$ cat config.mk
export PLATFORM = sky130hd
export DESIGN_NAME = fir_ss_feeder
export DESIGN_NICKNAME = d
export VERILOG_FILES = /design/src/rtl/fir_pkg.sv /design/src/rtl/fir_stream_fifo.sv /design/src/rtl/fir_ss_feeder.sv
export SDC_FILE = /design/constraint.sdc
export NUM_CORES = 1
export LEC_CHECK = 0
export ABC_AREA = 1
export BUFFER_PORTS_ARGS = -buffer_cell sky130_fd_sc_hd__clkbuf_2
export CORE_ASPECT_RATIO = 1.4
export CORE_MARGIN = 3
export CORE_UTILIZATION = 40
export CTS_CLUSTER_DIAMETER = 200
export DETAILED_ROUTE_END_ITERATION = 16
export GPL_ROUTABILITY_DRIVEN = 0
export GPL_TIMING_DRIVEN = 0
export PLACE_DENSITY = 0.66
export SKIP_LAST_GASP = 1
export SYNTH_ARGS = -nofsm -noshare
export SYNTH_HDL_FRONTEND = slang
export SYNTH_SLANG_ARGS = --single-unit
$ cat constraint.sdc
create_clock -name axis_clk -period 5.4 [get_ports axis_clk]
set_input_delay 0.81 -clock axis_clk [delete_from_list [all_inputs] [get_ports axis_clk]]
set_output_delay 0.81 -clock axis_clk [all_outputs]
set_load 0.02 [all_outputs]
$ cat src/rtl/fir_pkg.sv
// fir_pkg: shared state encoding and constants for the FIR stream feeder
package fir_pkg;
  localparam int BYTES_PER_SAMPLE = 4;
  localparam int ADDR_WIDTH_DEF = 12;
  localparam int DATA_WIDTH_DEF = 32;
  typedef enum logic [1:0] {ST_IDLE, ST_RUN, ST_FLUSH} feed_state_t;
endpackage

$ cat src/rtl/fir_stream_fifo.sv
// fir_stream_fifo: synchronous FIFO buffering returned samples ahead of the stream port
module fir_stream_fifo #(
  parameter int DW = 32,
  parameter int DEPTH = 2,
  localparam int AW = $clog2(DEPTH)
) (
  input  logic          clk,
  input  logic          rst,
  input  logic          i_push,
  input  logic [DW-1:0] i_din,
  input  logic          i_pop,
  output logic [DW-1:0] o_dout,
  output logic          o_full,
  output logic          o_empty,
  output logic [AW:0]   o_count
);
  logic [DW-1:0] r_mem [DEPTH];
  logic [AW-1:0] r_wp, r_rp;
  logic [AW:0]   r_cnt;
  always_ff @(posedge clk) begin
    if (rst) begin
      r_wp <= '0;
      r_rp <= '0;
      r_cnt <= '0;
    end else begin
      if (i_push) begin
        r_mem[r_wp] <= i_din;
        r_wp <= r_wp + 1'b1;
      end
      if (i_pop) r_rp <= r_rp + 1'b1;
      r_cnt <= r_cnt + (AW+1)'(i_push) - (AW+1)'(i_pop);
    end
  end
  assign o_dout = r_mem[r_rp];
  assign o_full = r_cnt == (AW+1)'(DEPTH);
  assign o_empty = r_cnt == '0;
  assign o_count = r_cnt;
endmodule

$ cat src/rtl/fir_ss_feeder.sv
// fir_ss_feeder: streams a block of samples from sample memory to the FIR AXI-Stream slave
module fir_ss_feeder
  import fir_pkg::*;
#(
  parameter int pADDR_WIDTH = ADDR_WIDTH_DEF,
  parameter int pDATA_WIDTH = DATA_WIDTH_DEF,
  parameter int BUF_DEPTH = 2
) (
  input  logic                   axis_clk,
  input  logic                   axis_rst,
  input  logic                   start,
  input  logic [31:0]            length,
  input  logic [pADDR_WIDTH-1:0] base_addr,
  output logic                   busy,
  output logic                   done,
  output logic [31:0]            sent_cnt,
  output logic                   mem_EN,
  output logic [pADDR_WIDTH-1:0] mem_A,
  input  logic [pDATA_WIDTH-1:0] mem_Do,
  output logic                   ss_tvalid,
  output logic [pDATA_WIDTH-1:0] ss_tdata,
  output logic                   ss_tlast,
  input  logic                   ss_tready
);
  localparam int CW = $clog2(BUF_DEPTH) + 1;
  feed_state_t r_state;
  logic [31:0] r_len, r_rd_cnt, r_sent;
  logic [pADDR_WIDTH-1:0] r_addr;
  logic r_inflight, r_done;
  logic w_pop, w_push, w_issue, w_full, w_empty;
  logic [pDATA_WIDTH-1:0] w_head;
  logic [CW-1:0] w_cnt, w_occ;
  assign w_pop = ss_tvalid && ss_tready;
  assign w_push = r_inflight && (!w_full || w_pop);
  // a beat leaving this cycle frees the slot the read issued now will land in
  assign w_occ = w_cnt - CW'(w_pop) + CW'(r_inflight);
  assign w_issue = (r_state == ST_RUN) && (w_occ < CW'(BUF_DEPTH));
  assign busy = r_state != ST_IDLE;
  assign done = r_done;
  assign sent_cnt = r_sent;
  assign mem_EN = w_issue;
  assign mem_A = r_addr;
  assign ss_tvalid = !w_empty;
  assign ss_tdata = w_empty ? '0 : w_head;
  assign ss_tlast = ss_tvalid && (r_sent == r_len - 32'd1);
  fir_stream_fifo #(.DW(pDATA_WIDTH), .DEPTH(BUF_DEPTH)) u_fifo (
    .clk(axis_clk),
    .rst(axis_rst),
    .i_push(w_push),
    .i_din(mem_Do),
    .i_pop(w_pop),
    .o_dout(w_head),
    .o_full(w_full),
    .o_empty(w_empty),
    .o_count(w_cnt)
  );
  always_ff @(posedge axis_clk) begin
    if (axis_rst) begin
      r_state <= ST_IDLE;
      r_len <= '0;
      r_rd_cnt <= '0;
      r_sent <= '0;
      r_addr <= '0;
      r_inflight <= 1'b0;
      r_done <= 1'b0;
    end else begin
      r_inflight <= w_issue;
      r_done <= 1'b0;
      if (w_pop) r_sent <= r_sent + 32'd1;
      if (w_issue) begin
        r_addr <= r_addr + pADDR_WIDTH'(BYTES_PER_SAMPLE);
        r_rd_cnt <= r_rd_cnt + 32'd1;
      end
      case (r_state)
        ST_IDLE: if (start) begin
          r_len <= length;
          r_addr <= base_addr;
          r_rd_cnt <= '0;
          r_sent <= '0;
          r_state <= (length == '0) ? ST_IDLE : ST_RUN;
          r_done <= length == '0;
        end
        ST_RUN: if (w_issue && r_rd_cnt == r_len - 32'd1) r_state <= ST_FLUSH;
        ST_FLUSH: if (w_pop && ss_tlast) begin
          r_state <= ST_IDLE;
          r_done <= 1'b1;
        end
        default: r_state <= ST_IDLE;
      endcase
    end
  end
endmodule
; ---- Word level (Yosys, flattened, before mapping)
; Memory sizes are Yosys's and may differ from the RTL's. A register that Yosys moved wholly into a read port is not among the register bits.
; Cells that the tools add are included.
; W data, S select, Z words.
[totals]
memories = 1
ramBits = 64
register_bits = 116
input_bits = 80
[memory_table]
columns = name, depth, word_bits, read_ports, rd_clocked_by_memory_dff, wr, line_no
row1 = u_fifo.r_mem, 2, 32, 1, 1, 1, fir_stream_fifo.sv:17  ; logic [DW-1:0] r_mem [DEPTH];
[classes]
mux = 23
order_cmp = 1
reduce_logical = 15
n_eq_ne = 8
n_addsub = 10
[ops]
columns = cell, n
row1 = $mux W32, 7
row2 = $add A32 B1 Y32 const B, 2
row3 = $eq A32 B32 Y1, 2
row4 = $mux W12, 3
row5 = $logic_not A32 Y1, 1
row6 = $sub A32 B1 Y32 const B, 1
row7 = $add A12 B3 Y12 const B, 1
row8 = $mux W1, 8
row9 = $logic_and A1 B1 Y1, 6
row10 = $mux W2, 3
row11 = $pmux W2 S3, 1
row12 = $add A2 B1 Y2, 2
row13 = $eq A2 B2 Y1 const B, 2
row14 = $logic_not A2 Y1, 2
row15 = $ne A2 B2 Y1 const B, 2
row16 = $sub A2 B1 Y2, 2
row17 = $reduce_and A3 Y1, 1
row18 = $add A1 B1 Y1 const B, 2
row19 = $eq A2 B1 Y1 const B, 1
row20 = $logic_not A1 Y1, 2
row21 = $lt A2 B2 Y1 const B, 1
row22 = $ne A2 B1 Y1 const B, 1
row23 = $pmux W1 S2, 1
row24 = $reduce_and A2 Y1, 1
row25 = 2 further kinds, 2

; ---- Longest topological paths before layout
; Gate-level depths: netlist of the first run.
[logic_depth]
depth_word = 10
depth_mapped = 23
ltp_nobuf = 22

; ---- Modules after synthesis
; A second synthesis of the first run with hierarchy kept.
[unflattened]
hier_cells = 1419
area_unflattened_um2 = 10282.4
[by_module_without_submodules]
columns = mod, seq_area_each_um2, area_per_inst_um2, cells_each, instances
row1 = fir_ss_feeder, 2242.2, 7587.3, 1287, 1
row2 = fir_stream_fifo, 2021.9, 2695.1, 132, 1

; ---- Least setup slack after synthesis of the first run
; OpenSTA, ideal clock, no wires.
[synth_timing]
path_type = in2reg
startpoint = input axis_rst
endpoint = memory u_fifo.r_mem[1][0] (enable)
arrival_ps = 2803
slack_ps = 2176
setup_time_ps = 421
required_ps = 4979
cell_stages = 5
path_buffers = 2
cell_sequence = clkbuf_1 > clkinv_1 > clkbuf_1 > nand2_1 > nor2_1
[synth_between]
elab_chain_len = 2
[synth_rtl]
columns = element, line_no
row1 = from (decl), fir_ss_feeder.sv:10  ; input logic axis_rst,
row2 = $mux W1, fir_stream_fifo.sv:21  ; if (rst) begin
row3 = $mux W1 (implied by the code), fir_stream_fifo.sv:27  ; r_mem[r_wp] <= i_din;
row4 = to (decl), fir_stream_fifo.sv:17
; Every way passes these cells.

; ---- Worst setup path after layout of the first run
[layout_timing]
startpoint = register r_len[0]
endpoint = output ss_tlast
[layout_between]
elab_chain_len = 3
[layout_rtl]
columns = element, line_no
row1 = from (decl), fir_ss_feeder.sv:27  ; logic [31:0] r_len, r_rd_cnt, r_sent;
row2 = from (signal assigned), fir_ss_feeder.sv:76  ; r_len <= length;
row3 = $sub A32 B1 Y32, fir_ss_feeder.sv:45  ; assign ss_tlast = ss_tvalid && (r_sent == r_len - 32'd1);
row4 = $eq A32 B32 Y1, fir_ss_feeder.sv:45
row5 = $logic_and A1 B1 Y1, fir_ss_feeder.sv:45
row6 = to (decl), fir_ss_feeder.sv:22  ; output logic ss_tlast,
; Every way passes these cells.

==> results.yml, run 1 <==
floorplanning:
  placeableCoreArea_mm2: 0.0242
  start_util: 0.411
  ios: 161
  die_area_mm2: 0.0268
  die_h_um: 193
  rows: 67
  die_x_um: 139
logic_synthesis:
  synth_top_area_frac: 0.235
  syn-num-nets: 1478
  syn_inst: 1391
  syn-cell-area_mm2: 0.00995
  yosys-top-cells-count: "nand2_1, nor2_1, inv_1"
  synth_cell_types: 49
  synth.avg_cell_area_um2: 7.15
  yosys.area.top_type: "dfxtp_1"
  synth_warnings: 0
  synth_edf_count: 64
  yosysSeqAreaShare: 0.428
  synth.area.top_cells: "dfxtp_1, edfxtp_1, nand2_1"
  ys_dominant_reg_cell: "dfxtp_1"
  ys_ff_latch: 181
  synth.most_common_cell: "nand2_1"
  synth_async_sr_flop_share: 0
cts:
  clockRootBuffer: "clkbuf_16"
  clkTransAtPathRegs_ps: 70
  numCtsBuffers: 17
  insertion_delay_ps: 440
  cts_tree: "yes"
  clk_path_buf_depth: 2
  htree_levels: 4
  cts_setup_buffers: 0
  clock-sinks: 181
  post_cts_resize_count: 0
  ctsHoldBuffers: 0
sta:
  fin_crit_sh: 0.775
  hold_slack_ps: 462
  period_needed_ps: 4190
  finalClockSkew_ps: 11.6
  slew_headroom: 0.501
  setup_tns_ps: 0
  fmax_ghz: 0.239
  finalHoldViolCount: 0
  rsz0062_at_grt: "no"
  finalSetupViolCount: 0
  tightest_slew_ps: 746
  slew_violations: 0
drt:
  viasPerCell: 5.11
  totalWireLength_um: 29600
  antenna_left: 0
  dr.pass1.iters: 8
  drt_iter0_drc: 667
  wl_per_cell_um: 15.6
  vias: 9678
  drc: 0
finish:
  area_growth_pct: 18.3
  final_nets: 1658
  drive_gt1_frac: 0.149
  post-route-util: 0.486
  antenna_cells: 0
  finish.instance_area_mm2: 0.0118
global_route:
  grt_pass1_wl_um: 47300
  grt_overflow: 0
  antenna_found_initial: 0
  grt_pass1_vias: 9357
  grt_use_total: 0.222
  grt_max_degree: 33
power:
  peakVddDrop_v: 0.000239
  p_per_area_mw_per_mm2: 337
  p_leak_nw: 5.01
worst_hold_path:
  hp-class: "flop to flop"
worst_setup_path:
  cp_max_fo: 7
  startpoint_type: "flop"
  endpoint_kind: "output pin"
  cp.arrival_ps: 3380
  crit_type: "flop to output pin"
  worstPathRequired_ps: 4590
job:
  maxCapViolations: 0
run_status:
  status: "finished, final reports clean"
place:
  dp_hpwl_um: 23800
  postPlaceCellArea_mm2: 0.0112
  portBuffers: 159
[registers in the layout, summed over array words and instances (netlist names), named ones only]
signal,cells
sent_cnt,32
u_fifo.r_rp,1
r_state,2
u_fifo.o_count,2
done,1
r_len,32
u_fifo.r_mem,64
r_rd_cnt,32
mem_A,12
u_fifo.r_wp,1
r_inflight,1
[per-stage QoR]
stage | instances | setup WS [ps] | power [W]
after floorplan | 1391 | 2180 | 0.00236
after global placement | 1860 | 971 | 0.00272
after detailed placement | 1862 | 1750 | 0.00275
after CTS | 1894 | 1240 | 0.00398
after global routing | 1894 | 1050 | 0.00419
final | 1894 | 1210 | 0.00396
[critical path: stages (launching register included)]
cell and delay [ps]:
dfxtp_1 340, inv_2 120, ha_1 280, nand2_1 180
nor2_2 330, nand2_1 210, nand2_1 120, nand2_1 90
nand2_1 100, nand3_1 70, nor4_1 520, nand3_1 140
nor2_1 220, clkbuf_2 210
[cell type report]
cell class                      instances  area [µm²]
Multi-Input combinational cell       1022        4980
Buffer                                 32         129
Clock inverter                         14         154
Timing Repair Buffer                  161         836
Fill cell                            2458       12500
Inverter                              156         592
Tap cell                              310         388
Clock buffer                           18         429
Sequential cell                       181        4260
[power by group]
part	internal (W)	leakage [nW]	total (W)	switching, W
Combinational	0.000346	3.19	0.00117	0.000821
Sequential	0.00149	1.53	0.00156	0.0000650
Clock	0.000657	0.288	0.00124	0.000583
Total	0.00249	5.01	0.00396	0.00147
[layout by cell type (no fill, tap or decap), types with 17 or more instances in the layout]
master,instances
nand4_1,19
nor2_1,178
nand2_1,391
o21ai_0,65
nand3_1,117
inv_1,150
dfxtp_1,117
xor2_1,45
clkbuf_2,159
a21oi_1,92
nor3_1,17
clkbuf_1,30
clkbuf_16,17
edfxtp_1,64
[cells by family after synthesis]
group	synth area share
xor gates and xnor gates	0.0485
adders and majority gates	0.00880
buffers and inverters	0.0724
AOI/OAI and AO/OA	0.0919
muxes	0.00101
DFF	0.428
and+or+nand+nor	0.349
[path summary, 6_finish.rpt]
check / from / endpoint / slack [ps] / cells past startpoint
worst max-delay path: r_len[0] / ss_tlast / 1210 / 13
worst min-delay path: u_fifo.r_rp / flop / 460 / 1
worst max register to register: u_fifo.o_count[1] / r_rd_cnt[30] / 1850 / 18
worst min register to register: u_fifo.r_rp / flop / 460 / 1
[routing by layer]
metal,share of wire,vias up,track usage,wire length [µm]
met5,0,-,0,0
met4,0.037,0,0.102,1090
met3,0.060,65,0.0379,1770
met2,0.49,329,0.385,14400
met1,0.42,4377,0.271,12300
li1,-,4907,-,-
(Power assumes the default switching activity.)
==> inputs of run 2 (changes only) <==
--- a/config.mk
+++ b/config.mk
@@ -5,7 +5,7 @@
 export SDC_FILE = /design/constraint.sdc
 export NUM_CORES = 1
 export LEC_CHECK = 0
-export ABC_AREA = 1
+export ABC_AREA = 0
 export BUFFER_PORTS_ARGS = -buffer_cell sky130_fd_sc_hd__clkbuf_2
 export CORE_ASPECT_RATIO = 1.4
 export CORE_MARGIN = 3
@@ -14,7 +14,7 @@
 export DETAILED_ROUTE_END_ITERATION = 16
 export GPL_ROUTABILITY_DRIVEN = 0
 export GPL_TIMING_DRIVEN = 0
-export PLACE_DENSITY = 0.66
+export PLACE_DENSITY = 0.69
 export SKIP_LAST_GASP = 1
 export SYNTH_ARGS = -nofsm -noshare
 export SYNTH_HDL_FRONTEND = slang
==> constraint.sdc (replaced) <==
create_clock -name axis_clk -period 3.4 [get_ports axis_clk]
set_input_delay 0.51 -clock axis_clk [delete_from_list [all_inputs] [get_ports axis_clk]]
set_output_delay 0.51 -clock axis_clk [all_outputs]
set_load 0.02 [all_outputs]
==> run 2 against run 1 <==
  * The run now ends with negative setup slack left
  * Sequential power increased by 56%
  * Wire length decreased by 12%
  * Combinational power increased by 55%
  * Clock skew decreased by 2.4 ps
  * Core utilization increased by 2.2 points
  * Critical path depth decreased by 5
  * Via count decreased by 16%
==> results.yml, run 2 <==
sta:
  fmax_ghz: 0.257
  rsz0062_at_grt: "yes"
  finalSetupViolCount: 1
  tightest_slew_ps: 915
  period_needed_ps: 3890
  setup_ws_ps: -487
  finalHoldViolCount: 0
  fin_crit_sh: 1.14
  slew_violations: 0
  slew_headroom: 0.385
  finalClockSkew_ps: 9.28
drt:
  wl_per_cell_um: 17.3
  route.met3.wl_um: 1490
  dr_wl_met2_um: 13300
  met1_length_um: 9700
  viasPerCell: 5.38
  vias: 8097
  topRoutingLayerUsed: "met5"
  totalWireLength_um: 26100
  dr.pass1.iters: 5
  drt_iter0_drc: 439
  antenna_left: 0
  drc: 0
logic_synthesis:
  yosys-top-cells-count: "nor2_1, dfxtp_1, nand2_1"
  synth_edf_count: 64
  synth-compound-area-share: 0.0797
  synth_fa_ha_area_frac: 0.0105
  synthSimpleGateAreaFrac: 0.229
  yosysSeqAreaShare: 0.460
  syn-num-nets: 1084
  synth_top_area_frac: 0.253
  synth_top_family_by_area: "simple AND/OR/NAND/NOR gates"
  synth.most_common_cell: "nor2_1"
  syn_inst: 997
  yosys.area.top_type: "dfxtp_1"
  ys_dominant_reg_cell: "dfxtp_1"
  syn-cell-area_mm2: 0.00927
  synthMuxAreaShare: 0.0383
  ys_ff_latch: 181
  synth.avg_cell_area_um2: 9.30
  synth_warnings: 0
  synth.area.top_cells: "dfxtp_1, edfxtp_1, xnor2_1"
  synth_xor_area_frac: 0.151
  synth_async_sr_flop_share: 0
  synth_cell_types: 63
floorplanning:
  die_x_um: 135
  die_area_mm2: 0.0251
  ios: 161
  rows: 65
  start_util: 0.409
  die_h_um: 186
  placeableCoreArea_mm2: 0.0227
cts:
  ctsHoldBuffers: 0
  clk_path_buf_depth: 2
  clkTransAtPathRegs_ps: 80
  clockRootBuffer: "clkbuf_16"
  clock-sinks: 181
  insertion_delay_ps: 440
  htree_levels: 4
  cts_tree: "yes"
  numCtsBuffers: 17
place:
  dp_hpwl_um: 19800
  postPlaceCellArea_mm2: 0.0105
  place_ws_ps: -942
  portBuffers: 160
job:
  maxCapViolations: 0
worst_setup_path:
  endpoint_kind: "output pin"
  path_cells: "buf_6, or4_4, or3_4, mux2_4, a2111o_1, or4_4, nor4_4, buf_4"
  worstRegToRegCells: 9
  crit_type: "flop to output pin"
  cpMostUsedCell: "or4_4"
  worstPathRequired_ps: 2890
  r2r-start: "r_len[2]"
  r2r_slack_ps: 10
  slowest_stage: "or4_4"
  slowest_delay_ps: 560
  rr_endpoint: "r_state[1]"
  worstSetupStartpoint: "r_len[15]"
  cp.arrival_ps: 3380
  crit_end: "ss_tlast"
  startpoint_type: "flop"
  cp_max_fo: 9
run_status:
  violations: "negative setup slack"
  status: "complete, but fails checks"
global_route:
  grt_max_degree: 20
  grt_use_total: 0.205
  grt_overflow: 0
  grt_pass1_wl_um: 40300
  grt_pass1_vias: 7807
  antenna_found_initial: 1
finish:
  antenna_cells: 0
  finish.instance_area_mm2: 0.0115
  multi_input_comb_area_mm2: 0.00495
  post-route-util: 0.508
  drive_gt1_frac: 0.232
  area_growth_pct: 24.3
  num-fill-cells: 2072
  final_common_cell: "clkbuf_2"
  final_cell_mix: "clkbuf_2, nor2_1, nand2_1"
  final_nets: 1278
  seq_area_mm2: 0.00429
  regMostFlops: "u_fifo.r_mem"
  largest_reg_flops: 64
worst_hold_path:
  hp-class: "input pin to flop"
power:
  p_per_area_mw_per_mm2: 549
  peakVddDrop_v: 0.000389
  p_leak_nw: 4.35
==> run 2: cell types whose count changed after synthesis, sizes merged, moves of 13 or more <==
cell   delta
buf      +15
xnor2    +71
inv     -135
nand4    +13
o21ai    -46
or3      +23
a21oi    -40
xor2     +26
mux2i    +33
nand3    -94
nand2   -279
nor2     -60
and3     +13
==> run 2: how the worst min path moves through the flow <==
stage	startpoint	cells past startpoint	slack (ps)	to
after floorplan	r_len[27]	2	460	r_len[27]
after global placement	mem_A[0]	2	440	mem_A[0]
after detailed placement	mem_A[0]	2	450	mem_A[0]
after CTS	mem_Do[6]	1	240	u_fifo.r_mem[0][6]
after global routing	mem_Do[7]	1	240	u_fifo.r_mem[0][7]
final	mem_Do[21]	1	260	u_fifo.r_mem[0][21]
==> run 2: power breakdown <==
group / internal, W / switching [W] / total, W / leakage, nW
clock: 0.00113 / 0.000942 / 0.00207 / 0.306
combinational: 0.000696 / 0.00111 / 0.00181 / 2.51
sequential: 0.00234 / 0.000107 / 0.00244 / 1.54
==> run 2: area by class of cell <==
type                            instances  area share
Multi-Input combinational cell        742       0.429
Sequential cell                       181       0.372
Timing Repair Buffer                  184      0.0888
Clock buffer                           18      0.0372
Tap cell                              301      0.0327
Clock inverter                         14      0.0169
Buffer                                 46      0.0167
Inverter                               19     0.00619
==> run 2: stage by stage <==
step / std cells / hold WS, ps / setup TNS, ps / power, W
after floorplan: 997 / 464 / -389 / 0.00363
after global placement: 1458 / 444 / -26790 / 0.00414
after detailed placement: 1460 / 452 / -9960 / 0.00417
after CTS: 1501 / 239 / -521 / 0.00635
after global routing: 1505 / 241 / -770 / 0.00660
final: 1505 / 257 / -487 / 0.00633
==> run 2: kinds of logic after synthesis <==
family | Yosys count
buf+inv | 74
flops | 181
xor+xnor | 152
mux | 35
simple gates | 428
fa+ha+maj | 8
compound gates | 119
==> run 2: timing repair <==
item / CTS / global route
setup buffers: 17 / 5
cloned: 0 / 0
setup endpoints to repair: 33 / 12
pin swaps: 15 / 6
resized for setup: 48 / 12
==> run 2: critical path, delay by kind of cell, from the launching register on <==
kind / cells / cell delay (ps)
simple gates: 4 / 1620
compound gates: 1 / 350
mux: 1 / 320
buf+inv: 2 / 330
flops: 1 / 310
==> run 2: metal layers <==
metal,vias to the layer above,global-route usage
li1,3885,-
met3,104,0.0404
met5,-,0
met1,3813,0.217
met2,293,0.375
met4,2,0.124
==> inputs of run 3 (changes only) <==
--- a/config.mk
+++ b/config.mk
@@ -8,13 +8,12 @@
 export ABC_AREA = 0
 export BUFFER_PORTS_ARGS = -buffer_cell sky130_fd_sc_hd__clkbuf_2
 export CORE_ASPECT_RATIO = 1.4
-export CORE_MARGIN = 3
+export CORE_MARGIN = 10
 export CORE_UTILIZATION = 40
 export CTS_CLUSTER_DIAMETER = 200
 export DETAILED_ROUTE_END_ITERATION = 16
 export GPL_ROUTABILITY_DRIVEN = 0
 export GPL_TIMING_DRIVEN = 0
-export PLACE_DENSITY = 0.69
 export SKIP_LAST_GASP = 1
 export SYNTH_ARGS = -nofsm -noshare
 export SYNTH_HDL_FRONTEND = slang
==> run 3 against run 2 <==
  * The run still ends with negative setup slack left
  * Register-to-register slack gained 110 ps
  * Power shrank 1.6%
  * Critical path depth is the same
  * Final cell count shrank 0.13%
  * First-iteration DRC count shrank 3.9%
  * Global-route usage shrank 2.6 points
  * Hold slack is essentially flat
  * Critical path type unchanged
  * Largest power group unchanged
  * Highest routed layer is now met4
==> results.yml, run 3 (same netlist as run 2, synthesis figures left out) <==
power:
  p_leak_nw: 4.32
  peakVddDrop_v: 0.000375
  power_w: 0.00623
  p_per_area_mw_per_mm2: 544
cts:
  clk_path_buf_depth: 2
  clock-sinks: 181
  htree_levels: 4
  cts_tree: "yes"
  clockRootBuffer: "clkbuf_16"
  ctsHoldBuffers: 0
  numCtsBuffers: 17
  insertion_delay_ps: 440
  clkTransAtPathRegs_ps: 70
sta:
  slew_headroom: 0.269
  finalClockSkew_ps: 8.85
  period_needed_ps: 3900
  finalSetupViolCount: 1
  rsz0062_at_grt: "yes"
  setup_ws_ps: -498
  fmax_ghz: 0.257
  slew_violations: 0
  finalHoldViolCount: 0
  fin_crit_sh: 1.15
  hold_slack_ps: 257
  tightest_slew_ps: 1090
worst_hold_path:
  holdPathStages: 1
  hp-class: "input pin to flop"
finish:
  largest_reg_flops: 64
  regMostFlops: "u_fifo.r_mem"
  final_cell_mix: "clkbuf_2, nor2_1, nand2_1"
  drive_gt1_frac: 0.230
  final_cells: 1503
  area_growth_pct: 23.5
  finish.instance_area_mm2: 0.0115
  antenna_cells: 0
  num-fill-cells: 2140
  final_nets: 1276
  final_common_cell: "clkbuf_2"
worst_setup_path:
  cp_max_fo: 5
  startpoint_type: "flop"
  slowest_delay_ps: 580
  slowest_stage: "or4_4"
  endpoint_kind: "output pin"
  worstPathRequired_ps: 2890
  worstRegToRegCells: 9
  crit_type: "flop to output pin"
  path_cells: "or4_4, nor4_4, or3b_4, xnor2_1, a2111o_1, or4_4, nor4_4, clkbuf_8"
  cp.arrival_ps: 3390
global_route:
  grt_pass1_wl_um: 42500
  antenna_found_initial: 0
  grt_use_total: 0.180
  grt_pass1_vias: 7815
  grt_max_degree: 20
  grt_overflow: 0
drt:
  wl_per_cell_um: 18.0
  drt_iter0_drc: 422
  totalWireLength_um: 27100
  antenna_left: 0
  drc: 0
  dr.pass1.iters: 5
  vias: 7869
  viasPerCell: 5.24
floorplanning:
  ios: 161
  placeableCoreArea_mm2: 0.0227
  die_area_mm2: 0.0298
  start_util: 0.409
  rows: 65
  die_x_um: 149
  die_h_um: 200
run_status:
  violations: "negative setup slack"
  status: "complete, but fails checks"
place:
  portBuffers: 160
  postPlaceCellArea_mm2: 0.0105
  place_ws_ps: -884
  dp_hpwl_um: 21100
  place_inst: 1460
job:
  maxCapViolations: 0
[run 3: changes by cell type in the layout (fill, tap and decap cells not counted), moves of 2 or more]
cell,delta
inv_8,-2
dfxtp_1,+2
dfxtp_4,-3
buf_4,-3
inv_1,-2
inv_2,+2
buf_8,+2
buf_16,-2
[run 3: worst max-delay path: cells and delay by family (launching register included)]
family | cells | cell delay [ps]
compound gates | 1 | 290
flops | 1 | 360
xor+xnor | 1 | 150
simple gates | 5 | 1940
buf+inv | 1 | 200
[run 3: power by group]
| part | switching [W] | internal, W | leakage [nW] |
|---|---|---|---|
| Clock | 0.000923 | 0.00105 | 0.289 |
| Combinational | 0.00112 | 0.000696 | 2.50 |
| Sequential | 0.000104 | 0.00234 | 1.53 |
| Total | 0.00214 | 0.00409 | 4.32 |
[run 3: layout make-up]
cell class / count / area (µm²) / share of cell area
multi-input combinational: 742 / 4950 / 0.432
timing repair buffer: 181 / 982 / 0.0857
tap: 301 / 377 / 0.0329
inverter: 19 / 71.3 / 0.00623
clock buffer: 18 / 429 / 0.0375
buffer: 47 / 198 / 0.0173
sequential: 181 / 4280 / 0.374
clock inverter: 14 / 168 / 0.0146
[run 3: worst paths after layout]
check	end	startpoint	slack (ps)
min reg2reg	mem_A[1]	mem_A[1]	460
max	ss_tlast	r_len[1]	-500
max reg2reg	r_state[1]	r_len[1]	120
min	u_fifo.r_mem[0][26]	mem_Do[26]	260
[run 3: what timing repair did]
| action | in CTS | in global routing |
|---|---|---|
| gates resized for setup | 46 | 15 |
| endpoints found under the setup margin | 35 | 13 |
| endpoints found under the hold margin | 0 | 0 |
| setup buffers | 13 | 6 |
| pin swaps | 17 | 7 |
[run 3: metrics by stage]
stage / setup TNS, ps / utilization
after floorplan: -389 / -
after global routing: -642 / 0.505
after global placement: -33960 / 0.462
after CTS: -696 / 0.501
after detailed placement: -12930 / 0.464
final: -498 / 0.505
[run 3: layer usage]
| metal | track usage | vias to the layer above | share of wire |
|---|---|---|---|
| li1 | - | 3880 | - |
| met1 | 0.197 | 3711 | 0.39 |
| met2 | 0.316 | 219 | 0.52 |
| met3 | 0.0365 | 59 | 0.045 |
| met4 | 0.0940 | 0 | 0.043 |
| met5 | 0 | - | 0 |
